===== config.mk =====
export PLATFORM = sky130hd
export DESIGN_NAME = jtdd_sndmix
export DESIGN_NICKNAME = d
export VERILOG_FILES = /design/src/rtl/jtdd_sndmix.sv
export SDC_FILE = /design/constraint.sdc
export NUM_CORES = 1
export LEC_CHECK = 0
export CORE_ASPECT_RATIO = 0.5
export CORE_MARGIN = 4
export CORE_UTILIZATION = 63
export DETAILED_ROUTE_END_ITERATION = 8
export PLACE_DENSITY = 0.89
export SLEW_MARGIN = 20
export SYNTH_ARGS = -nofsm -noshare
export SYNTH_HDL_FRONTEND = slang
export SYNTH_SLANG_ARGS = --single-unit
export TNS_END_PERCENT = 30

===== constraint.sdc =====
create_clock -name clk -period 23.6 [get_ports clk]
set_clock_uncertainty 0.2 [all_clocks]
set_input_delay 2.36 -clock clk [delete_from_list [all_inputs] [get_ports clk]]
set_output_delay 2.36 -clock clk [all_outputs]
set_load 0.02 [all_outputs]

===== src/rtl/jtdd_sndmix.sv =====
// ============================================================================
//  Module      : jtdd_sndmix
//  Description : N-channel signed sound mixer. Snapshots every channel on the
//                output-rate strobe. Each channel is scaled by a 4.4 gain or
//                muted. The channels are summed one per clock through a single
//                multiplier. The sum is saturated to the output width, and
//                clipping and strobe overruns are flagged.
//  Revision    : 1.0  initial release
// ============================================================================
`default_nettype none

module jtdd_sndmix #(
    parameter int CH   = 4,
    parameter int WIN  = 16,
    parameter int WOUT = 16
) (
    input  logic                   clk,
    input  logic                   rst,
    input  logic                   cen,
    input  logic [CH*WIN-1:0]      ch_in,
    input  logic [CH*8-1:0]        gain,
    input  logic [CH-1:0]          mute,
    output logic signed [WOUT-1:0] sound,
    output logic                   sample,
    output logic                   clip,
    output logic                   overrun
);

    // The accumulator holds CH products of WIN x 9 bits after the >>>4.
    // One extra bit is kept as headroom.
    localparam int c_aw = WIN + 8 + $clog2(CH) + 1;
    localparam int c_iw = (CH > 1) ? $clog2(CH) : 1;
    localparam logic [c_iw-1:0]        c_last = c_iw'(CH - 1);
    localparam logic signed [WOUT-1:0] c_max  = {1'b0, {(WOUT-1){1'b1}}};
    localparam logic signed [WOUT-1:0] c_min  = {1'b1, {(WOUT-1){1'b0}}};

    typedef enum logic [1:0] {
        ST_IDLE = 2'd0,
        ST_ACC  = 2'd1,
        ST_OUT  = 2'd2
    } state_t;

    state_t                   state_q, state_d;
    logic signed [c_aw-1:0]   acc_q, acc_d;
    logic [c_iw-1:0]          idx_q, idx_d;
    logic signed [WIN-1:0]    snap_q [CH];
    logic signed [WIN-1:0]    snap_d [CH];
    logic [7:0]               gsnap_q [CH];
    logic [7:0]               gsnap_d [CH];
    logic signed [WOUT-1:0]   sound_q, sound_d;
    logic                     sample_q, sample_d;
    logic                     clip_q, clip_d;
    logic                     overrun_q, overrun_d;

    logic signed [WIN+8:0]    w_prod;
    logic signed [c_aw-1:0]   w_term;
    logic [c_aw-WOUT:0]       w_hi;
    logic                     w_ovf;
    logic signed [WOUT-1:0]   w_sat;
    logic                     w_take;

    // The gain is unsigned, so it is zero-extended before the signed multiply.
    // The arithmetic shift then rounds the 4.4 product toward minus infinity.
    assign w_prod = snap_q[idx_q] * $signed({1'b0, gsnap_q[idx_q]});
    assign w_term = c_aw'(w_prod >>> 4);

    // The sum fits WOUT only when every bit above the output sign bit copies it.
    assign w_hi   = acc_q[c_aw-1:WOUT-1];
    assign w_ovf  = ~((&w_hi) | ~(|w_hi));
    assign w_sat  = w_ovf ? (acc_q[c_aw-1] ? c_min : c_max) : acc_q[WOUT-1:0];

    // A new strobe is accepted when idle, and also on the output edge so that
    // back-to-back mixes can run.
    assign w_take = cen && (state_q == ST_IDLE || state_q == ST_OUT);

    // Next-state logic for the IDLE -> ACC -> OUT sequence.
    always_comb begin
        state_d   = state_q;
        acc_d     = acc_q;
        idx_d     = idx_q;
        snap_d    = snap_q;
        gsnap_d   = gsnap_q;
        sound_d   = sound_q;
        sample_d  = 1'b0;
        clip_d    = clip_q;
        overrun_d = overrun_q;

        case (state_q)
            ST_ACC: begin
                acc_d = acc_q + w_term;
                if (cen) begin
                    overrun_d = 1'b1;
                end
                if (idx_q == c_last) begin
                    state_d = ST_OUT;
                end else begin
                    idx_d = idx_q + 1'b1;
                end
            end
            ST_OUT: begin
                sound_d  = w_sat;
                clip_d   = w_ovf;
                sample_d = 1'b1;
                state_d  = ST_IDLE;
            end
            default: ;
        endcase

        if (w_take) begin
            for (int k = 0; k < CH; k++) begin
                snap_d[k]  = mute[k] ? '0 : ch_in[k*WIN +: WIN];
                gsnap_d[k] = gain[k*8 +: 8];
            end
            acc_d   = '0;
            idx_d   = '0;
            state_d = ST_ACC;
        end
    end

    // State registers. Reset clears everything and drops any mix in progress.
    always_ff @(posedge clk) begin
        if (rst) begin
            state_q   <= ST_IDLE;
            acc_q     <= '0;
            idx_q     <= '0;
            for (int k = 0; k < CH; k++) begin
                snap_q[k]  <= '0;
                gsnap_q[k] <= '0;
            end
            sound_q   <= '0;
            sample_q  <= 1'b0;
            clip_q    <= 1'b0;
            overrun_q <= 1'b0;
        end else begin
            state_q   <= state_d;
            acc_q     <= acc_d;
            idx_q     <= idx_d;
            snap_q    <= snap_d;
            gsnap_q   <= gsnap_d;
            sound_q   <= sound_d;
            sample_q  <= sample_d;
            clip_q    <= clip_d;
            overrun_q <= overrun_d;
        end
    end

    assign sound   = sound_q;
    assign sample  = sample_q;
    assign clip    = clip_q;
    assign overrun = overrun_q;

endmodule

`default_nettype wire


* After elaboration in Yosys (flattened, before gate mapping)
Index checks and enable logic that the tools add are counted.
** Storage, ports and cells
- Bits in registers :: 146
- Bits of input ports :: 103
- Output and inout bits :: 19
** Operators by class
- $add $sub $neg :: 2
- Multiply operators :: 1
- $lt $le $gt $ge :: 1
- Equality and inequality tests :: 5
- Mux-type cells :: 16
- Bitwise operators :: 5
- Reductions and logical operators :: 12
** Operators by type and width (number)
- $mux W16 :: 8
- $bmux W16 S2 :: 1
- $add A27 B21 Y27 :: 1
- $mul A16 B9 Y25 :: 1
- $bmux W8 S2 :: 1
- $mux W8 :: 2
- $reduce_and A12 Y1 :: 1
- $reduce_or A12 Y1 :: 1
- $reduce_and A2 Y1 :: 4
- $eq A2 B2 Y1 const B :: 2
- $pmux W2 S2 :: 1
- $ge A3 B3 Y1 const B :: 1
- $ne A3 B3 Y1 const B :: 1
- $not A1 Y1 :: 3
- $not A2 Y3 :: 1
- $reduce_bool A3 Y1 :: 1
- $add A2 B1 Y2 const B :: 1
- $eq A2 B1 Y1 const B :: 1
- $logic_not A2 Y1 :: 1
- $mux W1 :: 2
- $mux W2 :: 1
- $ne A2 B2 Y1 const B :: 1
- $reduce_bool A2 Y1 :: 1
- $reduce_or A2 Y1 :: 1
- other kinds (3) :: 3

* Depth between registers and ports, before layout
Gate-level depths: netlist of run 1.
- Depth in word-level cells :: 6
- Depth in mapped cells :: 34
- Mapped depth without buffers :: 31

* Worst setup path after synthesis of run 1
Ideal clock, no wire load.
- Kind :: register to register
- Start point :: register idx_q[1]
- End point :: register acc_q[26]
- Library setup time :: 123 ps
- Arrival :: 7991 ps
- Required time :: 23277 ps
- Setup slack :: 15286 ps
- Stages on the path, launching flop included :: 33
- Path buffers :: 3
- Clock period less this slack :: 8314 ps
- Cell sequence :: dfxtp_1 clkbuf_1 clkbuf_1 mux4_2 clkbuf_1 nand2_1 fa_1 inv_1 fa_1 fa_1 inv_1 fa_1 inv_1 ha_1 a21oi_2 nor2b_2 a311o_1 and3_4 a211o_2 a21oi_1 o21bai_1 a21oi_1 xnor2_1 ha_1 nand3_2 or4_1 o32ai_2 o31ai_4 a21oi_2 and3_4 o21ai_0 mux2i_1 mux2_1
** Between the ends
- Cells in the longest elaborated chain, start to end :: 6
- Elaborated cells between the ends (all ways) :: 9
** Ends and longest elaborated chain
- start, declared :: RTL line 45 : logic [c_iw-1:0] idx_q, idx_d;
- start signal, assigned :: RTL line 137 : idx_q <= idx_d;
- $not A2 Y3 (not written as such) (*) :: RTL line 64 : assign w_prod = snap_q[idx_q] * $signed({1'b0, gsnap_q[idx_q]});
- $bmux W16 S2 or $bmux W8 S2 (tied branches) :: RTL line 64
- $mux W16 (not written as such) or $mux W8 (tied branches) (2 in series) :: RTL line 64
- $mul A16 B9 Y25 (*) :: RTL line 64
- $add A27 B21 Y27 (*) :: RTL line 90 : acc_d = acc_q + w_term;
- end signal, assigned :: RTL line 124 : acc_q <= '0;
- end signal, assigned :: RTL line 136 : acc_q <= acc_d;
- end, declared :: RTL line 44 : logic signed [c_aw-1:0] acc_q, acc_d;
Every way passes the cells marked *; elsewhere a longest branch is shown, timed or not. The select of a mux whose other input is x is not followed.
A chain may end at the register's enable or synchronous reset.

* Worst setup path after layout of run 1
Same ends and word-level chain as after synthesis.

==> results.yml, run 1 <==
setup_path:
  critical_path.endpoint_type: "flip-flop"
  worstSetupStartpoint: "idx_q[1]"
  timing.reg2reg.worst_path_depth: 29
  timing.rr.start: "idx_q[1]"
  arr_time_crit_path_ns: 8.73
  cp-start-kind: "flip-flop"
  cpMostUsedCell: "sky130_fd_sc_hd__fa_1"
  critical-path-slowest-cell: "sky130_fd_sc_hd__mux4_2"
  ff2ff_setup_slack_ns: 14.98
  worstReg2RegEnd: "acc_q[26]"
  timing_worst_setup_path_type: "reg -> reg"
  critical_path_required_ns: 23.71
  worstPathMaxFanout: 18
  crit_family: "adder cells"
  cp.buffers_inverters: 3
  max_stage_delay_ns: 0.64
hold_path:
  min_from: "gsnap_q[15]"
  timing.hold.worst_endpoint: "gsnap_q[15]"
  timing.hold.worst.class: "reg -> reg"
  hold_path_depth: 2
detailed_routing:
  viasPerCell: 5.86
  post-route-drc-count: 0
  drt_pass1_iterations: 7
  detail_route.wirelength_mm: 28.1
  detail_route.iter0.violations: 705
  number_of_nets_still_failing_antenna_checks_after_routing: 0
  via_count: 9337
  post_drt_wl_per_cell_um: 17.7
layout:
  n_fill_cell: 1161
  multi_input_comb_area_um2: 7630
  layout-drive-gt1-share: 0.0729
  final_cell_count_no_fill: 1592
  ff_latch_area_um2: 2920
  synthToLayoutAreaGrowth_pct: 17.8
  insertedDiodeCount: 0
  final_nets: 1629
flow_run:
  cap_violations: 0
place:
  number_of_buffer_cells_added_on_primary_ports: 121
  dpl.cell_count: 1560
  hpwlAfterDp_mm: 21.6
  globalplace.congestion: 0.985
  pre_cts_slack_ns: 15.07
sta:
  relSlewSlack: 0.325
  post-route-period-util: 0.365
  setup-tns-final_ns: 0
  grt_setup_unrepaired: "false"
  worst_slew_pin_slew_ns: 1.01
  min_period_ns: 8.62
  fin_worst_setup_slack_ns: 14.98
  fmaxAchievable_ghz: 0.116
  finalSetupViolCount: 0
  slew_viol_final: 0
  timing_hold_violations_final: 0
power_and_ir_drop:
  p_leak_nw: 6.07
  peakVddDrop_v: 0.0000483
  p_per_area_nw_per_um2: 48.5
floorplanning:
  design.die.area_um2: 20400
  core-area_um2: 17500
  ios: 122
  floorplan.initialDensity: 0.648
  fp.dieW_um: 198
  std_cell_rows: 34
  floorplan.die.height_um: 103
clock_network:
  numCtsBuffers: 17
  clock_sinks: 146
  htree_levels: 4
  cts-root-buf: "sky130_fd_sc_hd__clkbuf_16"
  cts_buffer_depth: 2
  tritoncts_clock_tree: "built"
  postCtsSetupBuffers: 0
  cts_hold_buf: 0
  clk_transition_reported_paths_ns: 0.08
  clk-insertion-delay-late_ns: 0.44
  ctsResizeCount: 0
yosys:
  synth_compound_gate_area_share: 0.163
  synth-xor-area-share: 0.0301
  synth_mux_area_frac: 0.0513
  dominantRegCellSynth: "sky130_fd_sc_hd__dfxtp_1"
  synth.net_count: 1532
  yosys_warnings: 0
  ys_seq_area_frac: 0.257
  combinational_family_with_the_most_area_after_synthesis: "adder cells"
  proportion_of_register_bits_with_asynchronous_set_or_reset_after_synthesis: 0
  adder_cell_area_share_of_the_yosys_netlist: 0.267
  synthesis.area_per_instance_um2: 9.10
  synth.ff_latch_count: 146
  yosys.area_share.simple: 0.157
  synth_cells: 1248
  netlist_area_um2: 11400
  synth_cell_types: 69
  synth-edff-count: 0
grt:
  grt_first_pass_wirelength_mm: 46.5
  grt_max_degree: 72
  globalRouteMet2Util: 0.483
  use_met3: 0.0506
  antenna_found_initial: 0
  vias_in_the_first_global_route: 9574
  met1_global_route_usage: 0.385
  gr-max-usage-layer: "met2"
  grt_overflow_total: 0
  grt_use_total: 0.285
run_status:
  result_of_the_run: "completed"
## cell usage after synthesis, types with 24 or more instances
library cell	count	area, µm²
sky130_fd_sc_hd__xnor2_1	31	272
sky130_fd_sc_hd__nand2b_1	28	175
sky130_fd_sc_hd__a22o_1	65	569
sky130_fd_sc_hd__nor2_1	42	158
sky130_fd_sc_hd__fa_1	103	2060
sky130_fd_sc_hd__clkbuf_1	45	169
sky130_fd_sc_hd__and2_1	58	363
sky130_fd_sc_hd__mux4_2	24	541
sky130_fd_sc_hd__a21oi_1	87	435
sky130_fd_sc_hd__nand2_1	184	691
sky130_fd_sc_hd__dfxtp_1	146	2920
sky130_fd_sc_hd__inv_1	168	631
sky130_fd_sc_hd__ha_1	78	976
## how the worst max path moves through the flow
stage	to	slack, ns	depth (start not counted)
after global placement	acc_q[26]	15.29	30
after detailed placement	acc_q[26]	15.07	29
after floorplan	acc_q[26]	15.29	32
after CTS	acc_q[26]	15.02	29
final	acc_q[26]	14.98	29
after global routing	acc_q[26]	14.53	31
## layout by cell type, fill, tap and decap left out, types with 5 or more instances in the layout
| cell type | count |
|---|---|
| sky130_fd_sc_hd__xor2_1 | 8 |
| sky130_fd_sc_hd__a311oi_1 | 15 |
| sky130_fd_sc_hd__o21ai_0 | 20 |
| sky130_fd_sc_hd__nand2b_1 | 28 |
| sky130_fd_sc_hd__clkdlybuf4s50_1 | 120 |
| sky130_fd_sc_hd__a22o_1 | 65 |
| sky130_fd_sc_hd__a21oi_1 | 87 |
| sky130_fd_sc_hd__a21o_1 | 20 |
| sky130_fd_sc_hd__dfxtp_1 | 146 |
| sky130_fd_sc_hd__nand3_1 | 11 |
| sky130_fd_sc_hd__ha_1 | 78 |
| sky130_fd_sc_hd__nor2_1 | 41 |
| sky130_fd_sc_hd__clkbuf_16 | 17 |
| sky130_fd_sc_hd__xnor2_1 | 31 |
| sky130_fd_sc_hd__nand2_1 | 184 |
| sky130_fd_sc_hd__and2_1 | 58 |
| sky130_fd_sc_hd__nand4_1 | 5 |
| sky130_fd_sc_hd__inv_1 | 168 |
| sky130_fd_sc_hd__mux4_2 | 24 |
| sky130_fd_sc_hd__o21a_1 | 5 |
| sky130_fd_sc_hd__a211oi_1 | 5 |
| sky130_fd_sc_hd__fa_1 | 103 |
| sky130_fd_sc_hd__nor3_1 | 8 |
| sky130_fd_sc_hd__buf_4 | 11 |
| sky130_fd_sc_hd__o21bai_1 | 6 |
## power breakdown
| part | internal, W | leakage (nW) | switching [W] |
|---|---|---|---|
| clock network | 0.000162 | 0.292 | 0.000120 |
| registers | 0.000255 | 1.19 | 0.00000639 |
| logic | 0.0000470 | 4.59 | 0.0000575 |
## kinds of logic (layout without fill, tap and decap cells)
logic type,Yosys count,in the layout
AO/OA/AOI/OAI,259,259
XOR/XNOR,39,39
adder cells (fa/ha/maj),181,181
buffers and inverters,222,332
flip-flops,146,146
multiplexers,28,28
AND/OR/NAND/NOR,373,373
## metal layers
layer,vias to the layer above,wire length (µm)
li1,4366,-
met1,4493,12300
met2,416,13100
met3,62,2230
met4,0,520
met5,-,0
## stage by stage
step / utilization / area (µm²) / hold slack [ns] / total power (W)
3_3_place_gp: 0.728 / 12800 / 0.242 / 0.000365
5_1_grt: 0.763 / 13400 / 0.284 / 0.000671
2_1_floorplan: - / 11400 / 0.233 / 0.000331
6_report: 0.763 / 13400 / 0.255 / 0.000649
4_1_cts: 0.762 / 13400 / 0.256 / 0.000649
3_5_place_dp: 0.728 / 12800 / 0.247 / 0.000369
## tightest hold or removal path, delay by kind of cell (launching register included)
kind	cells	cell delay [ns]
AOI/OAI and AO/OA	1	0.05
DFF	1	0.31
and+or+nand+nor	1	0.05
## registers in the layout (all words and copies together) (netlist names)
register / flops
sound: 16
gsnap_q: 32
state_q: 2
idx_q: 2
sample: 1
snap_q: 64
acc_q: 27
overrun: 1
clip: 1
## cell type report
cell class              count  share of cell area
repair buffers            132              0.0963
well taps                 234              0.0219
clock inverters            14              0.0125
flip-flops and latches    146               0.219
multi-input cells         880               0.571
clock buffers              18              0.0328
inverters                 168              0.0471
Note: power is estimated with default switching activity, not from simulation.
==> run 2: changes to the inputs <==
--- a/config.mk
+++ b/config.mk
@@ -7,9 +7,9 @@
 export LEC_CHECK = 0
 export CORE_ASPECT_RATIO = 0.5
 export CORE_MARGIN = 4
-export CORE_UTILIZATION = 63
+export CORE_UTILIZATION = 58
 export DETAILED_ROUTE_END_ITERATION = 8
-export PLACE_DENSITY = 0.89
+export PLACE_DENSITY = 0.83
 export SLEW_MARGIN = 20
 export SYNTH_ARGS = -nofsm -noshare
 export SYNTH_HDL_FRONTEND = slang
==> constraint.sdc (replaced) <==
create_clock -name clk -period 8.55 [get_ports clk]
set_clock_uncertainty 0.2 [all_clocks]
set_input_delay 0.855 -clock clk [delete_from_list [all_inputs] [get_ports clk]]
set_output_delay 0.855 -clock clk [all_outputs]
set_load 0.02 [all_outputs]
==> run 2 against run 1 <==
Against the previous run: die area is 8.1% higher; global-route usage is 1.9 points lower; flip-flop and latch count stayed put; register-to-register slack worse by 15 ns; clock-buffer cell count is 1 higher; first-iteration DRC count is 33% higher; final area is 2.0% higher; total power grew to 2.7 times the previous value; wire length is 8.3% higher; core utilization is 3.7 points lower; setup slack worse by 15 ns; critical endpoint unchanged.
==> results.yml, run 2 (synthesized netlist as in run 1, its figures left out) <==
run_status:
  result_of_the_run: "completed"
floorplanning:
  fp.dieW_um: 206
  std_cell_rows: 35
  core-area_um2: 18800
  floorplan.initialDensity: 0.605
  floorplan.die.height_um: 107
  ios: 122
  design.die.area_um2: 22000
clock_network:
  clock_sinks: 146
  clk-insertion-delay-late_ns: 0.44
  numCtsBuffers: 17
  htree_levels: 4
  cts-root-buf: "sky130_fd_sc_hd__clkbuf_16"
  cts_hold_buf: 0
  tritoncts_clock_tree: "built"
  cts_buffer_depth: 2
  clk_transition_reported_paths_ns: 0.06
place:
  number_of_buffer_cells_added_on_primary_ports: 121
  dpl.cell_count: 1590
  hpwlAfterDp_mm: 21.7
  globalplace.congestion: 0.901
  pre_cts_slack_ns: 0.211
layout:
  final_nets: 1653
  synthToLayoutAreaGrowth_pct: 20.1
  finish.utilization: 0.726
  layout-drive-gt1-share: 0.0847
  most-common-layout-cells: "184 x sky130_fd_sc_hd__nand2_1, 168 x sky130_fd_sc_hd__inv_1, 145 x sky130_fd_sc_hd__dfxtp_1"
  registers.top_by_ff_count: "snap_q"
  insertedDiodeCount: 0
  final_cell_count_no_fill: 1640
  biggest_registers_after_layout: "snap_q (64), gsnap_q (32), acc_q (27)"
  final_common_cell: "sky130_fd_sc_hd__nand2_1"
  largest_register_ffs: 64
grt:
  grt_overflow_total: 0
  vias_in_the_first_global_route: 9549
  grt_use_total: 0.266
  grt_max_degree: 72
  antenna_found_initial: 0
  grt_first_pass_wirelength_mm: 47.1
sta:
  setup-tns-final_ns: 0
  grt_setup_unrepaired: "false"
  timing_hold_violations_final: 0
  fmaxAchievable_ghz: 0.121
  worst_slew_pin_slew_ns: 1.03
  slew_viol_final: 0
  min_period_ns: 8.28
  fin_worst_setup_slack_ns: 0.274
  relSlewSlack: 0.313
  holdWs_ns: 0.254
  post-route-period-util: 0.968
  finalSetupViolCount: 0
detailed_routing:
  viasPerCell: 5.88
  post_drt_wl_per_cell_um: 18.6
  detail_route.wirelength_mm: 30.5
  post-route-drc-count: 0
  number_of_nets_still_failing_antenna_checks_after_routing: 0
  via_count: 9644
  detail_route.iter0.violations: 935
  drt_pass1_iterations: 6
power_and_ir_drop:
  peakVddDrop_v: 0.000133
  p_leak_nw: 6.21
  p_per_area_nw_per_um2: 129
setup_path:
  critical_path.endpoint_type: "flip-flop"
  critical-path-slowest-cell: "sky130_fd_sc_hd__mux4_2"
  timing_worst_setup_path_type: "reg -> reg"
  worstPathMaxFanout: 15
  arr_time_crit_path_ns: 8.39
  max_stage_delay_ns: 0.64
  critical_path_required_ns: 8.66
  ff2ff_setup_slack_ns: 0.27
  crit_family: "adder cells"
  cp.buffers_inverters: 3
  cpMostUsedCell: "sky130_fd_sc_hd__fa_1"
  cp-start-kind: "flip-flop"
hold_path:
  timing.hold.worst.class: "reg -> reg"
flow_run:
  cap_violations: 0
-- run 2: cell types whose count changed in the layout (fill, tap and decap cells not counted), sizes merged --
cell	before	now
buf	12	31
bufinv	2	1
clkbuf	18	19
clkinv	1	3
clkinvlp	3	2
inv	176	174
mux4	24	29
-- run 2: cell type report --
cell class	count	area [µm²]
sequential	146	2920
tap	259	324
inverter	168	631
fill	1276	5140
clock buffer	19	443
clock inverter	12	121
timing repair buffer	151	1460
multi-input combinational	885	7740
-- run 2: tightest hold or removal path, cell delays in order (launching register included) --
cell                      delay (ns)
sky130_fd_sc_hd__dfxtp_1        0.31
sky130_fd_sc_hd__nand2_1        0.05
sky130_fd_sc_hd__a21oi_1        0.05
-- run 2: path summary, 6_finish.rpt --
path	start	end	cells after the start
min	sound[15]	sound[15]	2
min reg2reg	sound[15]	sound[15]	2
max	idx_q[1]	acc_q[26]	30
max reg2reg	idx_q[1]	acc_q[26]	30
-- run 2: per-layer routing --
metal,part of all wire,GRT usage,vias to the layer above
met5,0,0,-
met4,0.024,0.0650,0
met3,0.085,0.0550,67
met2,0.45,0.426,493
met1,0.44,0.374,4646
li1,-,-,4438
-- run 2: power by group --
part	switching [W]	internal [W]	total (W)
clock	0.000318	0.000413	0.000731
sequential	0.0000218	0.000705	0.000727
combinational	0.000165	0.000141	0.000306
-- run 2: repair_timing --
action                                  in CTS  in global routing
hold endpoints to repair                     0                  0
resized for setup                            0                 10
endpoints found under the setup margin       0                  1
buffers inserted                             0                 14
-- run 2: through the flow --
stage / area, µm² / power, W
6_report: 13600 / 0.00176
5_1_grt: 13600 / 0.00183
4_1_cts: 13400 / 0.00175
2_1_floorplan: 11400 / 0.000913
3_5_place_dp: 12800 / 0.00102
3_3_place_gp: 12800 / 0.00101
